File: config.mk
export PLATFORM = sky130hd
export DESIGN_NAME = mem_req_arbiter
export DESIGN_NICKNAME = d
export VERILOG_FILES = /design/src/rtl/mem_bus_pkg.sv /design/src/rtl/mem_req_arbiter_chk.sv /design/src/rtl/owner_fifo.sv /design/src/rtl/mem_req_arbiter.sv
export SDC_FILE = /design/constraint.sdc
export NUM_CORES = 1
export LEC_CHECK = 0
export ABC_AREA = 1
export CORE_AREA = 2 2 125 127
export DETAILED_ROUTE_END_ITERATION = 6
export DIE_AREA = 0 0 127 129
export GPL_ROUTABILITY_DRIVEN = 0
export PLACE_DENSITY = 0.5
export SKIP_CTS_REPAIR_TIMING = 1
export SLEW_MARGIN = 20
export SYNTH_ARGS = -nofsm -noshare
export SYNTH_HDL_FRONTEND = slang
export SYNTH_SLANG_ARGS = --single-unit
File: constraint.sdc
create_clock -name clock -period 2.7 [get_ports clock]
set_clock_uncertainty 0.2 [all_clocks]
set_input_delay 0.405 -clock clock [delete_from_list [all_inputs] [get_ports clock]]
set_output_delay 0.405 -clock clock [all_outputs]
set_load 0.02 [all_outputs]
File: src/rtl/mem_bus_pkg.sv
// Shared definitions for the uncore memory request/response bus:
// request fields, function and size encodings, and the owner tag type.
package mem_bus_pkg;

  localparam int unsigned BUS_ADDR_W = 32;
  localparam int unsigned BUS_DATA_W = 32;

  localparam logic FUNC_READ  = 1'b0;
  localparam logic FUNC_WRITE = 1'b1;

  // len carries log2 of the access size in bytes
  localparam logic [1:0] LEN_BYTE  = 2'd0;
  localparam logic [1:0] LEN_HALF  = 2'd1;
  localparam logic [1:0] LEN_WORD  = 2'd2;
  localparam logic [1:0] LEN_DWORD = 2'd3;

  typedef logic owner_t;
  localparam owner_t OWNER_IN0 = 1'b0;
  localparam owner_t OWNER_IN1 = 1'b1;

  typedef struct packed {
    logic                  is_cached;
    logic [BUS_ADDR_W-1:0] addr;
    logic [1:0]            len;
    logic [BUS_DATA_W-1:0] data;
    logic                  func;
    logic [3:0]            strb;
  } mem_req_t;

endpackage

File: src/rtl/mem_req_arbiter_chk.sv
// Protocol checks for mem_req_arbiter; simulation-only, no functional effect.
module mem_req_arbiter_chk (
  input logic clock_i,
  input logic reset_ni,
  input logic out_resp_valid_i,
  input logic out_req_valid_i,
  input logic fifo_empty_i,
  input logic fifo_full_i
);

  // A device response with nothing outstanding is dropped by the arbiter.
  resp_without_req_a: assert property (
    @(posedge clock_i) disable iff (!reset_ni) !(out_resp_valid_i && fifo_empty_i)
  );

  no_req_when_full_a: assert property (
    @(posedge clock_i) disable iff (!reset_ni) !(out_req_valid_i && fifo_full_i)
  );

endmodule

File: src/rtl/owner_fifo.sv
// Small in-order tag FIFO with push/pop/full/empty. Push is ignored while full
// and pop is ignored while empty, so callers never corrupt the occupancy.
module owner_fifo #(
  parameter int unsigned DEPTH = 2,
  parameter int unsigned WIDTH = 1
) (
  input  logic             clk_i,
  input  logic             rst_ni,
  input  logic             push_i,
  input  logic [WIDTH-1:0] data_i,
  input  logic             pop_i,
  output logic [WIDTH-1:0] data_o,
  output logic             full_o,
  output logic             empty_o
);

  localparam int unsigned PTR_W = (DEPTH > 1) ? $clog2(DEPTH) : 1;
  localparam int unsigned CNT_W = $clog2(DEPTH + 1);
  localparam logic [PTR_W-1:0] PTR_LAST = PTR_W'(DEPTH - 1);
  localparam logic [CNT_W-1:0] CNT_FULL = CNT_W'(DEPTH);

  logic [WIDTH-1:0] mem_q [DEPTH];
  logic [PTR_W-1:0] wr_ptr_q, wr_ptr_d;
  logic [PTR_W-1:0] rd_ptr_q, rd_ptr_d;
  logic [CNT_W-1:0] count_q, count_d;
  logic             push_s, pop_s;

  // Explicit wrap keeps non-power-of-two pointer widths (DEPTH = 1) correct.
  function automatic logic [PTR_W-1:0] ptr_inc(input logic [PTR_W-1:0] ptr);
    if (ptr == PTR_LAST) begin
      return '0;
    end else begin
      return ptr + PTR_W'(1);
    end
  endfunction

  assign full_o  = (count_q == CNT_FULL);
  assign empty_o = (count_q == CNT_W'(0));
  assign data_o  = mem_q[rd_ptr_q];
  assign push_s  = push_i && !full_o;
  assign pop_s   = pop_i && !empty_o;

  always_comb begin
    wr_ptr_d = wr_ptr_q;
    rd_ptr_d = rd_ptr_q;
    count_d  = count_q;
    if (push_s) begin
      wr_ptr_d = ptr_inc(wr_ptr_q);
    end else begin
      wr_ptr_d = wr_ptr_q;
    end
    if (pop_s) begin
      rd_ptr_d = ptr_inc(rd_ptr_q);
    end else begin
      rd_ptr_d = rd_ptr_q;
    end
    case ({push_s, pop_s})
      2'b10:   count_d = count_q + CNT_W'(1);
      2'b01:   count_d = count_q - CNT_W'(1);
      default: count_d = count_q;
    endcase
  end

  always_ff @(posedge clk_i or negedge rst_ni) begin
    if (!rst_ni) begin
      wr_ptr_q <= '0;
      rd_ptr_q <= '0;
      count_q  <= '0;
    end else begin
      wr_ptr_q <= wr_ptr_d;
      rd_ptr_q <= rd_ptr_d;
      count_q  <= count_d;
    end
  end

  always_ff @(posedge clk_i or negedge rst_ni) begin
    if (!rst_ni) begin
      for (int unsigned i = 0; i < DEPTH; i++) begin
        mem_q[i] <= '0;
      end
    end else if (push_s) begin
      mem_q[wr_ptr_q] <= data_i;
    end else begin
      mem_q[wr_ptr_q] <= mem_q[wr_ptr_q];
    end
  end

endmodule

File: src/rtl/mem_req_arbiter.sv
// Round-robin 2:1 merge of instruction-side (in0) and data-side (in1) masters
// onto one device port; an owner FIFO routes in-order responses back.
module mem_req_arbiter
  import mem_bus_pkg::*;
#(
  parameter int unsigned DEPTH  = 2,
  parameter int unsigned ADDR_W = 32,
  parameter int unsigned DATA_W = 32
) (
  input  logic              clock,
  input  logic              reset_n,

  input  logic              in0_req_valid,
  output logic              in0_req_ready,
  input  logic              in0_req_bits_is_cached,
  input  logic [ADDR_W-1:0] in0_req_bits_addr,
  input  logic [1:0]        in0_req_bits_len,
  input  logic [DATA_W-1:0] in0_req_bits_data,
  input  logic              in0_req_bits_func,
  input  logic [3:0]        in0_req_bits_strb,
  input  logic              in0_resp_ready,
  output logic              in0_resp_valid,
  output logic [DATA_W-1:0] in0_resp_bits_data,

  input  logic              in1_req_valid,
  output logic              in1_req_ready,
  input  logic              in1_req_bits_is_cached,
  input  logic [ADDR_W-1:0] in1_req_bits_addr,
  input  logic [1:0]        in1_req_bits_len,
  input  logic [DATA_W-1:0] in1_req_bits_data,
  input  logic              in1_req_bits_func,
  input  logic [3:0]        in1_req_bits_strb,
  input  logic              in1_resp_ready,
  output logic              in1_resp_valid,
  output logic [DATA_W-1:0] in1_resp_bits_data,

  output logic              out_req_valid,
  input  logic              out_req_ready,
  output logic              out_req_bits_is_cached,
  output logic [ADDR_W-1:0] out_req_bits_addr,
  output logic [1:0]        out_req_bits_len,
  output logic [DATA_W-1:0] out_req_bits_data,
  output logic              out_req_bits_func,
  output logic [3:0]        out_req_bits_strb,
  input  logic              out_resp_valid,
  output logic              out_resp_ready,
  input  logic [DATA_W-1:0] out_resp_bits_data
);

  typedef struct packed {
    logic              is_cached;
    logic [ADDR_W-1:0] addr;
    logic [1:0]        len;
    logic [DATA_W-1:0] data;
    logic              func;
    logic [3:0]        strb;
  } req_bits_t;

  req_bits_t in0_bits_s, in1_bits_s, sel_bits_s;
  owner_t    sel_s, head_s;
  logic      sel_valid_s;
  logic      fifo_full_s, fifo_empty_s;
  logic      req_fire_s, req_stall_s, resp_fire_s;

  owner_t    last_grant_q, last_grant_d;
  logic      lock_valid_q, lock_valid_d;
  owner_t    lock_id_q, lock_id_d;

  assign in0_bits_s = '{is_cached: in0_req_bits_is_cached, addr: in0_req_bits_addr,
                        len: in0_req_bits_len, data: in0_req_bits_data,
                        func: in0_req_bits_func, strb: in0_req_bits_strb};
  assign in1_bits_s = '{is_cached: in1_req_bits_is_cached, addr: in1_req_bits_addr,
                        len: in1_req_bits_len, data: in1_req_bits_data,
                        func: in1_req_bits_func, strb: in1_req_bits_strb};

  // A stalled request keeps the bus; otherwise alternate under contention.
  always_comb begin
    sel_s = OWNER_IN0;
    if (lock_valid_q) begin
      sel_s = lock_id_q;
    end else if (in0_req_valid && in1_req_valid) begin
      sel_s = owner_t'(~last_grant_q);
    end else if (in1_req_valid) begin
      sel_s = OWNER_IN1;
    end else begin
      sel_s = OWNER_IN0;
    end
  end

  always_comb begin
    sel_bits_s  = in0_bits_s;
    sel_valid_s = in0_req_valid;
    if (sel_s == OWNER_IN1) begin
      sel_bits_s  = in1_bits_s;
      sel_valid_s = in1_req_valid;
    end else begin
      sel_bits_s  = in0_bits_s;
      sel_valid_s = in0_req_valid;
    end
  end

  assign out_req_valid          = sel_valid_s && !fifo_full_s;
  assign out_req_bits_is_cached = sel_bits_s.is_cached;
  assign out_req_bits_addr      = sel_bits_s.addr;
  assign out_req_bits_len       = sel_bits_s.len;
  assign out_req_bits_data      = sel_bits_s.data;
  assign out_req_bits_func      = sel_bits_s.func;
  assign out_req_bits_strb      = sel_bits_s.strb;
  assign in0_req_ready = (sel_s == OWNER_IN0) && out_req_ready && !fifo_full_s;
  assign in1_req_ready = (sel_s == OWNER_IN1) && out_req_ready && !fifo_full_s;

  assign req_fire_s  = out_req_valid && out_req_ready;
  assign req_stall_s = out_req_valid && !out_req_ready;

  always_comb begin
    last_grant_d = last_grant_q;
    lock_valid_d = lock_valid_q;
    lock_id_d    = lock_id_q;
    if (req_fire_s) begin
      last_grant_d = sel_s;
      lock_valid_d = 1'b0;
    end else if (req_stall_s) begin
      lock_valid_d = 1'b1;
      lock_id_d    = sel_s;
    end else begin
      lock_valid_d = lock_valid_q;
      lock_id_d    = lock_id_q;
    end
  end

  // last_grant resets to in1 so that in0 wins the first contest.
  always_ff @(posedge clock or negedge reset_n) begin
    if (!reset_n) begin
      last_grant_q <= OWNER_IN1;
      lock_valid_q <= 1'b0;
      lock_id_q    <= OWNER_IN0;
    end else begin
      last_grant_q <= last_grant_d;
      lock_valid_q <= lock_valid_d;
      lock_id_q    <= lock_id_d;
    end
  end

  assign in0_resp_valid     = out_resp_valid && !fifo_empty_s && (head_s == OWNER_IN0);
  assign in1_resp_valid     = out_resp_valid && !fifo_empty_s && (head_s == OWNER_IN1);
  assign in0_resp_bits_data = out_resp_bits_data;
  assign in1_resp_bits_data = out_resp_bits_data;

  // With nothing outstanding a stray response is accepted and dropped.
  assign out_resp_ready = fifo_empty_s ? 1'b1
                        : ((head_s == OWNER_IN1) ? in1_resp_ready : in0_resp_ready);
  assign resp_fire_s    = out_resp_valid && out_resp_ready && !fifo_empty_s;

  owner_fifo #(
    .DEPTH (DEPTH),
    .WIDTH (1)
  ) u_owner_fifo (
    .clk_i   (clock),
    .rst_ni  (reset_n),
    .push_i  (req_fire_s),
    .data_i  (sel_s),
    .pop_i   (resp_fire_s),
    .data_o  (head_s),
    .full_o  (fifo_full_s),
    .empty_o (fifo_empty_s)
  );

  mem_req_arbiter_chk u_chk (
    .clock_i          (clock),
    .reset_ni         (reset_n),
    .out_resp_valid_i (out_resp_valid),
    .out_req_valid_i  (out_req_valid),
    .fifo_empty_i     (fifo_empty_s),
    .fifo_full_i      (fifo_full_s)
  );

endmodule

; Word level (Yosys, flattened, before mapping)
; Index checks and enable logic that the tools add are counted.
[word_totals]
regBits = 9
inputBits = 184
elab_cells = 70
[op_classes]
add_sub_neg = 4
order_cmp = 3
n_eq_ne = 3
mux = 23
bitwise_logic = 6
n_reduce_logical = 23
[op_table]
columns = operator, count
row1 = 2-to-1 mux 72 bit, 1
row2 = 2-to-1 mux 1 bit, 17
row3 = logical AND 1 bit, 16
row4 = bitwise mux 2 bit, 2
row5 = == test 2 bit (second input constant), 2
row6 = greater-or-equal comparator 2 bit (second input constant), 2
row7 = NOT 1 bit, 4
row8 = NOT 1 -> 2 bit, 2
row9 = one-hot mux 2 bit (2 select lines), 1
row10 = nonzero test 2 bit, 2
row11 = zero test 1 bit, 3
row12 = adder 1 bit (second input constant), 2
row13 = adder 2 x 1 -> 2 bit (second input constant), 1
row14 = == test 2 x 1 -> 1 bit (second input constant), 1
row15 = zero test 2 bit, 1
row16 = less-than comparator 2 x 1 -> 1 bit (second input constant), 1
row17 = 2-to-1 mux 2 bit, 1
row18 = AND reduction 2 bit, 1
row19 = subtractor 2 x 1 -> 2 bit (second input constant), 1
row20 = demux 1 bit (select 1 bit), 1

; Longest topological paths before layout
; Gate-level depths: netlist (run 1).
[logic_depth]
word_depth = 11
ltp_mapped = 11
depth_no_buf = 11

; Modules after synthesis
; From an unflattened synthesis (run 1), not the netlist that was laid out.
[unflattened]
cells_unflattened = 378
hier_area_um2 = 1995.7
[by_module_without_submodules]
columns = mod, n_inst, cells_per_inst, area_per_inst_um2
row1 = mem_req_arbiter, 1, 332, 1642.8
row2 = owner_fifo, 1, 46, 352.8

; Worst setup path before layout (run 1)
; No wires, ideal clock.
[synth_timing]
path_kind = register -> output
startpoint = reg last_grant_q
endpoint = out in0_req_ready
arrival_ps = 1399
required_ps = 2095
slack_ps = 696
stages_incl_launch_ff = 7
n_path_buf = 2
cell_sequence = dfstp_2 nand2_1 nand3_2 nand2_2 buf_6 buf_6 nor3_1
[synth_between]
elab_chain_len = 6
[synth_rtl]
columns = element, line
row1 = start: declaration, mem_req_arbiter.sv:65  ; owner_t last_grant_q, last_grant_d;
row2 = start signal: assignment, mem_req_arbiter.sv:138  ; last_grant_q <= last_grant_d;
row3 = NOT 1 bit, mem_req_arbiter.sv:82  ; sel_s = owner_t'(~last_grant_q);
row4 = 2-to-1 mux 1 bit, mem_req_arbiter.sv:81  ; end else if (in0_req_valid && in1_req_valid) begin
row5 = 2-to-1 mux 1 bit, mem_req_arbiter.sv:79  ; if (lock_valid_q) begin
row6 = NOT 1 bit, mem_req_arbiter.sv:109  ; assign in0_req_ready = (sel_s == OWNER_IN0) && out_req_ready && !fifo_full_s;
row7 = logical AND 1 bit (2 in a row), mem_req_arbiter.sv:109
row8 = end: declaration, mem_req_arbiter.sv:14  ; output logic in0_req_ready,
; No other way between the ends.

; Final worst setup path (run 1)
[layout_timing]
startpoint = in in1_req_valid
endpoint = out in1_req_ready
[layout_between]
elab_chain_len = 5
[layout_rtl]
columns = element, line
row1 = start: declaration, mem_req_arbiter.sv:25  ; input logic in1_req_valid,
row2 = 2-to-1 mux 1 bit / logical AND 1 bit (equally long branches), "mem_req_arbiter.sv:83, mem_req_arbiter.sv:81"
row3 = 2-to-1 mux 1 bit *, mem_req_arbiter.sv:81
row4 = 2-to-1 mux 1 bit *, mem_req_arbiter.sv:79
row5 = logical AND 1 bit * (2 in a row), mem_req_arbiter.sv:110  ; assign in1_req_ready = (sel_s == OWNER_IN1) && out_req_ready && !fifo_full_s;
row6 = end: declaration, mem_req_arbiter.sv:26  ; output logic in1_req_ready,
; Mark *: on every way between the ends. The rest lies on a longest branch, timed or not.

==> impl_results.html, run 1 <==
<table>
<tr><th>Metric</th><th>Value</th></tr>
<tr><th colspan="2">Global routing</th></tr>
<tr><td>First-pass GRT wire length</td><td>12660 um</td></tr>
<tr><td>Pin count of the biggest net entering global routing</td><td>46</td></tr>
<tr><td>Global-route usage over all layers</td><td>9.513%</td></tr>
<tr><td>Congestion Overflow GR</td><td>0</td></tr>
<tr><td>Antenna violations before repair</td><td>0</td></tr>
<tr><td>Vias in the first global route</td><td>2594</td></tr>
<tr><th colspan="2">Clock network</th></tr>
<tr><td>CTS Buf Count</td><td>3</td></tr>
<tr><td>Latest clock arrival within the worst-skew pair</td><td>240 ps</td></tr>
<tr><td>Number of clock sinks seen by CTS</td><td>9</td></tr>
<tr><td>CTS Root Cell</td><td>sky130_fd_sc_hd__clkbuf_16</td></tr>
<tr><td>Clock tree from TritonCTS</td><td>built</td></tr>
<tr><td>Maximum clock insertion buffer count</td><td>2</td></tr>
<tr><td>Clk pin slew, worst setup/hold paths</td><td>40 ps</td></tr>
<tr><td>H-tree Lvls</td><td>1</td></tr>
<tr><th colspan="2">Layout</th></tr>
<tr><td>Fraction of layout cells with a size suffix above 1</td><td>3.585%</td></tr>
<tr><td>Commonest non-fill, non-tap cell in the layout</td><td>sky130_fd_sc_hd__nand2_1</td></tr>
<tr><td>Layout Nets</td><td>716</td></tr>
<tr><td>Signed area change from the synthesized netlist to the final layout</td><td>116.6%</td></tr>
<tr><td>Most used cells in the layout excluding fill and tap cells</td><td>sky130_fd_sc_hd__nand2_1, sky130_fd_sc_hd__clkdlybuf4s50_1, sky130_fd_sc_hd__dlymetal6s2s_1</td></tr>
<tr><td>Share of the core filled with cells in the final layout</td><td>28.38%</td></tr>
<tr><td>Diode insertion count for antenna repair</td><td>0</td></tr>
<tr><td>Fill cell total of the finished layout</td><td>1643</td></tr>
<tr><th colspan="2">STA</th></tr>
<tr><td>Tmin final</td><td>2523 ps</td></tr>
<tr><td>Period Utilization, post-route</td><td>93.46%</td></tr>
<tr><td>Final number of max-transition violations</td><td>0</td></tr>
<tr><td>Tightest hold margin</td><td>272.5 ps</td></tr>
<tr><td>Sum Neg Setup Slack</td><td>0 ps</td></tr>
<tr><td>Count of final setup violators</td><td>0</td></tr>
<tr><td>Transition time of the tightest slew-check pin</td><td>432.4 ps</td></tr>
<tr><td>Relative slew slack</td><td>71.08%</td></tr>
<tr><td>Max Fclk</td><td>396.3 MHz</td></tr>
<tr><td>Setup repair after global routing missed its margin</td><td>no</td></tr>
<tr><td>Total count of hold-check failures in the final report</td><td>0</td></tr>
<tr><th colspan="2">Floorplanning</th></tr>
<tr><td>Number of ports placed on the die boundary</td><td>326</td></tr>
<tr><td>Total Die Area</td><td>16380 um2</td></tr>
<tr><td>Placeable Area</td><td>14980 um2</td></tr>
<tr><td>Die X-Extent</td><td>127 um</td></tr>
<tr><td>Number of cell rows</td><td>45</td></tr>
<tr><td>Effective utilization at floorplan</td><td>13.10%</td></tr>
<tr><td>Chip height</td><td>129 um</td></tr>
<tr><th colspan="2">Routing</th></tr>
<tr><td>Met3 Wirelength</td><td>1196 um</td></tr>
<tr><td>Metal1 wirelength</td><td>3017 um</td></tr>
<tr><td>DR vias/cell</td><td>3.745</td></tr>
<tr><td>Drt first pass iters</td><td>4</td></tr>
<tr><td>Total wire length</td><td>9297 um</td></tr>
<tr><td>Remaining antenna violation count</td><td>0</td></tr>
<tr><td>Wire per inst</td><td>12.95 um</td></tr>
<tr><td>Routed wl met2</td><td>4995 um</td></tr>
<tr><td>Via count</td><td>2689</td></tr>
<tr><td>Initial drt markers</td><td>70</td></tr>
<tr><td>Max layer used</td><td>met4</td></tr>
<tr><td>Remaining routing DRC violations</td><td>0</td></tr>
<tr><th colspan="2">Synth</th></tr>
<tr><td>Mapped Avg Cell Area</td><td>5.302 um2</td></tr>
<tr><td>Cell accounting for the most synthesized area</td><td>sky130_fd_sc_hd__nand2_1</td></tr>
<tr><td>Share of synthesized area occupied by flip-flops and latches</td><td>11.54%</td></tr>
<tr><td>Syn. warnings</td><td>0</td></tr>
<tr><td>Share of Yosys cell area claimed by the top area cell type</td><td>44.96%</td></tr>
<tr><td>Synthesized netlist net count</td><td>555</td></tr>
<tr><td>Most area-consuming cells after synthesis</td><td>sky130_fd_sc_hd__nand2_1, sky130_fd_sc_hd__buf_4, sky130_fd_sc_hd__dfrtp_1</td></tr>
<tr><td>Cell Area, Synth</td><td>1962 um2</td></tr>
<tr><td>Gate Count Post-Synth</td><td>370</td></tr>
<tr><td>Count of state elements after synthesis</td><td>9</td></tr>
<tr><td>Yosys cell types</td><td>23</td></tr>
<tr><th colspan="2">Power</th></tr>
<tr><td>Switching power</td><td>1.729 mW</td></tr>
<tr><td>Sw frac</td><td>50.39%</td></tr>
<tr><td>Worst-case vdd ir drop</td><td>0.0002579 V</td></tr>
<tr><td>Part of the power in the clock network</td><td>7.8%</td></tr>
<tr><td>Internal power</td><td>1.702 mW</td></tr>
<tr><td>Sequential fraction of design power</td><td>7.3%</td></tr>
<tr><td>Pwr Density</td><td>807.3 nW/um2</td></tr>
<tr><td>P_leak</td><td>2.684 nW</td></tr>
<tr><td>Combinational power share</td><td>84.9%</td></tr>
<tr><th colspan="2">Worst setup path</th></tr>
<tr><td>CP Capture Type</td><td>primary output</td></tr>
<tr><td>Critical register-to-register path endpoint</td><td>u_owner_fifo.count_q[1]$_DFFE_PN0P_</td></tr>
<tr><td>R2R Path Start</td><td>u_owner_fifo.rd_ptr_q$_DFFE_PN0P_</td></tr>
<tr><td>Max FO, Critical Path</td><td>45</td></tr>
<tr><td>Worst setup path endpoint</td><td>in1_req_ready</td></tr>
<tr><td>Required time of the worst setup path</td><td>2100 ps</td></tr>
<tr><td>Flop-to-flop setup slack</td><td>730 ps</td></tr>
<tr><td>Category of the most critical setup path</td><td>in -&gt; out</td></tr>
<tr><td>Worst Path Arrival</td><td>1920 ps</td></tr>
<tr><td>Kind of start point of the critical path</td><td>input port</td></tr>
<tr><td>Launching element of the worst setup path</td><td>in1_req_valid</td></tr>
<tr><td>Logic depth of the worst register-to-register path</td><td>10</td></tr>
<tr><th colspan="2">Min path</th></tr>
<tr><td>Hold_sp</td><td>u_owner_fifo.mem_q[0]$_DFFE_PN0P_</td></tr>
<tr><td>Hold crit path type</td><td>reg -&gt; reg</td></tr>
<tr><th colspan="2">Placement</th></tr>
<tr><td>Number of port buffers</td><td>229</td></tr>
<tr><td>HPWL after DPL</td><td>7691 um</td></tr>
<tr><th colspan="2">Outcome</th></tr>
<tr><td>Result of the run</td><td>finished clean</td></tr>
<tr><th colspan="2">Job</th></tr>
<tr><td>Number of violations of the max-capacitance limit</td><td>0</td></tr>
</table>
-- power groups by stage --
stage | Sequential (mW) | Combinational, mW | Clock, mW
6_report | 0.250 | 2.91 | 0.268
5_1_grt | 0.261 | 3.16 | 0.285
4_1_cts | 0.252 | 3.07 | 0.275
3_5_place_dp | 0.254 | 3.06 | 0
3_3_place_gp | 0.249 | 3.04 | 0
2_1_floorplan | 0.241 | 1.79 | 0
-- area by class of cell --
class                   count  area [um2]  share of cell area (%)
repair buffers            236        2580                   60.70
inverters                  17       63.81                   1.501
well taps                 188       235.2                   5.534
clock buffers               4       78.83                   1.855
multi-input cells         264        1066                   25.08
flip-flops and latches      9       226.5                   5.328
-- layer usage --
layer	global-route usage, %	up-vias
li1	-	1358
met1	9.016	1112
met2	19.67	207
met3	3.326	12
met4	1.745	0
met5	0	-
-- worst min-delay path by stage --
stage                                   endpoint  slack [ps]  depth (start not counted)
6_report       u_owner_fifo.mem_q[0]$_DFFE_PN0P_         270                          2
3_5_place_dp   u_owner_fifo.mem_q[0]$_DFFE_PN0P_         270                          2
2_1_floorplan              lock_id_q$_DFFE_PN0P_         -90                          0
5_1_grt        u_owner_fifo.mem_q[0]$_DFFE_PN0P_         290                          2
3_3_place_gp   u_owner_fifo.rd_ptr_q$_DFFE_PN0P_         260                          2
4_1_cts        u_owner_fifo.mem_q[0]$_DFFE_PN0P_         280                          2
-- critical path: stages --
cell and delay, ps:
sky130_fd_sc_hd__clkdlybuf4s50_1 530, sky130_fd_sc_hd__nand3_2 100, sky130_fd_sc_hd__nand2_2 140, sky130_fd_sc_hd__inv_2 80
sky130_fd_sc_hd__buf_12 190, sky130_fd_sc_hd__nor3_1 210, sky130_fd_sc_hd__dlymetal6s2s_1 260
-- per-stage QoR --
step	worst slack, ps	power, mW	instance area [um2]	instances
after floorplan	696.5	2.034	1962	370
after global placement	-231.3	3.285	3986	714
after detailed placement	-266.6	3.316	3986	714
after CTS	-271.5	3.597	4065	718
after global routing	56.19	3.702	4250	718
final	176.6	3.431	4250	718
-- kinds of logic after synthesis --
logic type,Yosys count,share of synthesized area (%)
adders and majority gates,1,0.6377
and+or+nand+nor,253,50.77
buffers and inverters,97,34.12
AOI/OAI and AO/OA,8,2.041
xor gates and xnor gates,2,0.8930
DFF,9,11.54
-- registers in the layout, summed over array words and instances, names as in the netlist --
| name | count |
|---|---|
| u_owner_fifo.mem_q | 2 |
| lock_valid_q | 1 |
| u_owner_fifo.wr_ptr_q | 1 |
| last_grant_q | 1 |
| u_owner_fifo.count_q | 2 |
| lock_id_q | 1 |
| u_owner_fifo.rd_ptr_q | 1 |
-- cell usage after synthesis --
library cell / count
sky130_fd_sc_hd__buf_6: 6
sky130_fd_sc_hd__inv_1: 14
sky130_fd_sc_hd__dfrtp_1: 8
sky130_fd_sc_hd__nand3_1: 3
sky130_fd_sc_hd__nand2_1: 235
sky130_fd_sc_hd__nor3_1: 2
sky130_fd_sc_hd__nand2_2: 1
sky130_fd_sc_hd__ha_1: 1
sky130_fd_sc_hd__buf_2: 7
sky130_fd_sc_hd__xnor2_1: 1
sky130_fd_sc_hd__dfstp_2: 1
sky130_fd_sc_hd__nand3_4: 1
sky130_fd_sc_hd__nand4_1: 3
sky130_fd_sc_hd__buf_4: 67
sky130_fd_sc_hd__xor2_1: 1
sky130_fd_sc_hd__nor2_2: 1
sky130_fd_sc_hd__o21ai_0: 2
sky130_fd_sc_hd__nor2_4: 1
sky130_fd_sc_hd__a21oi_1: 2
sky130_fd_sc_hd__o21ai_1: 4
sky130_fd_sc_hd__nand3_2: 1
sky130_fd_sc_hd__nor2_1: 5
sky130_fd_sc_hd__inv_2: 3
Power figures use the tool's default switching activity.
==> inputs of run 2 (changes only) <==
Settings changed: CTS_CLUSTER_DIAMETER from default to 60.
==> results of run 2 <==
The final DEF is identical to that of run 1; final timing and power are the same.
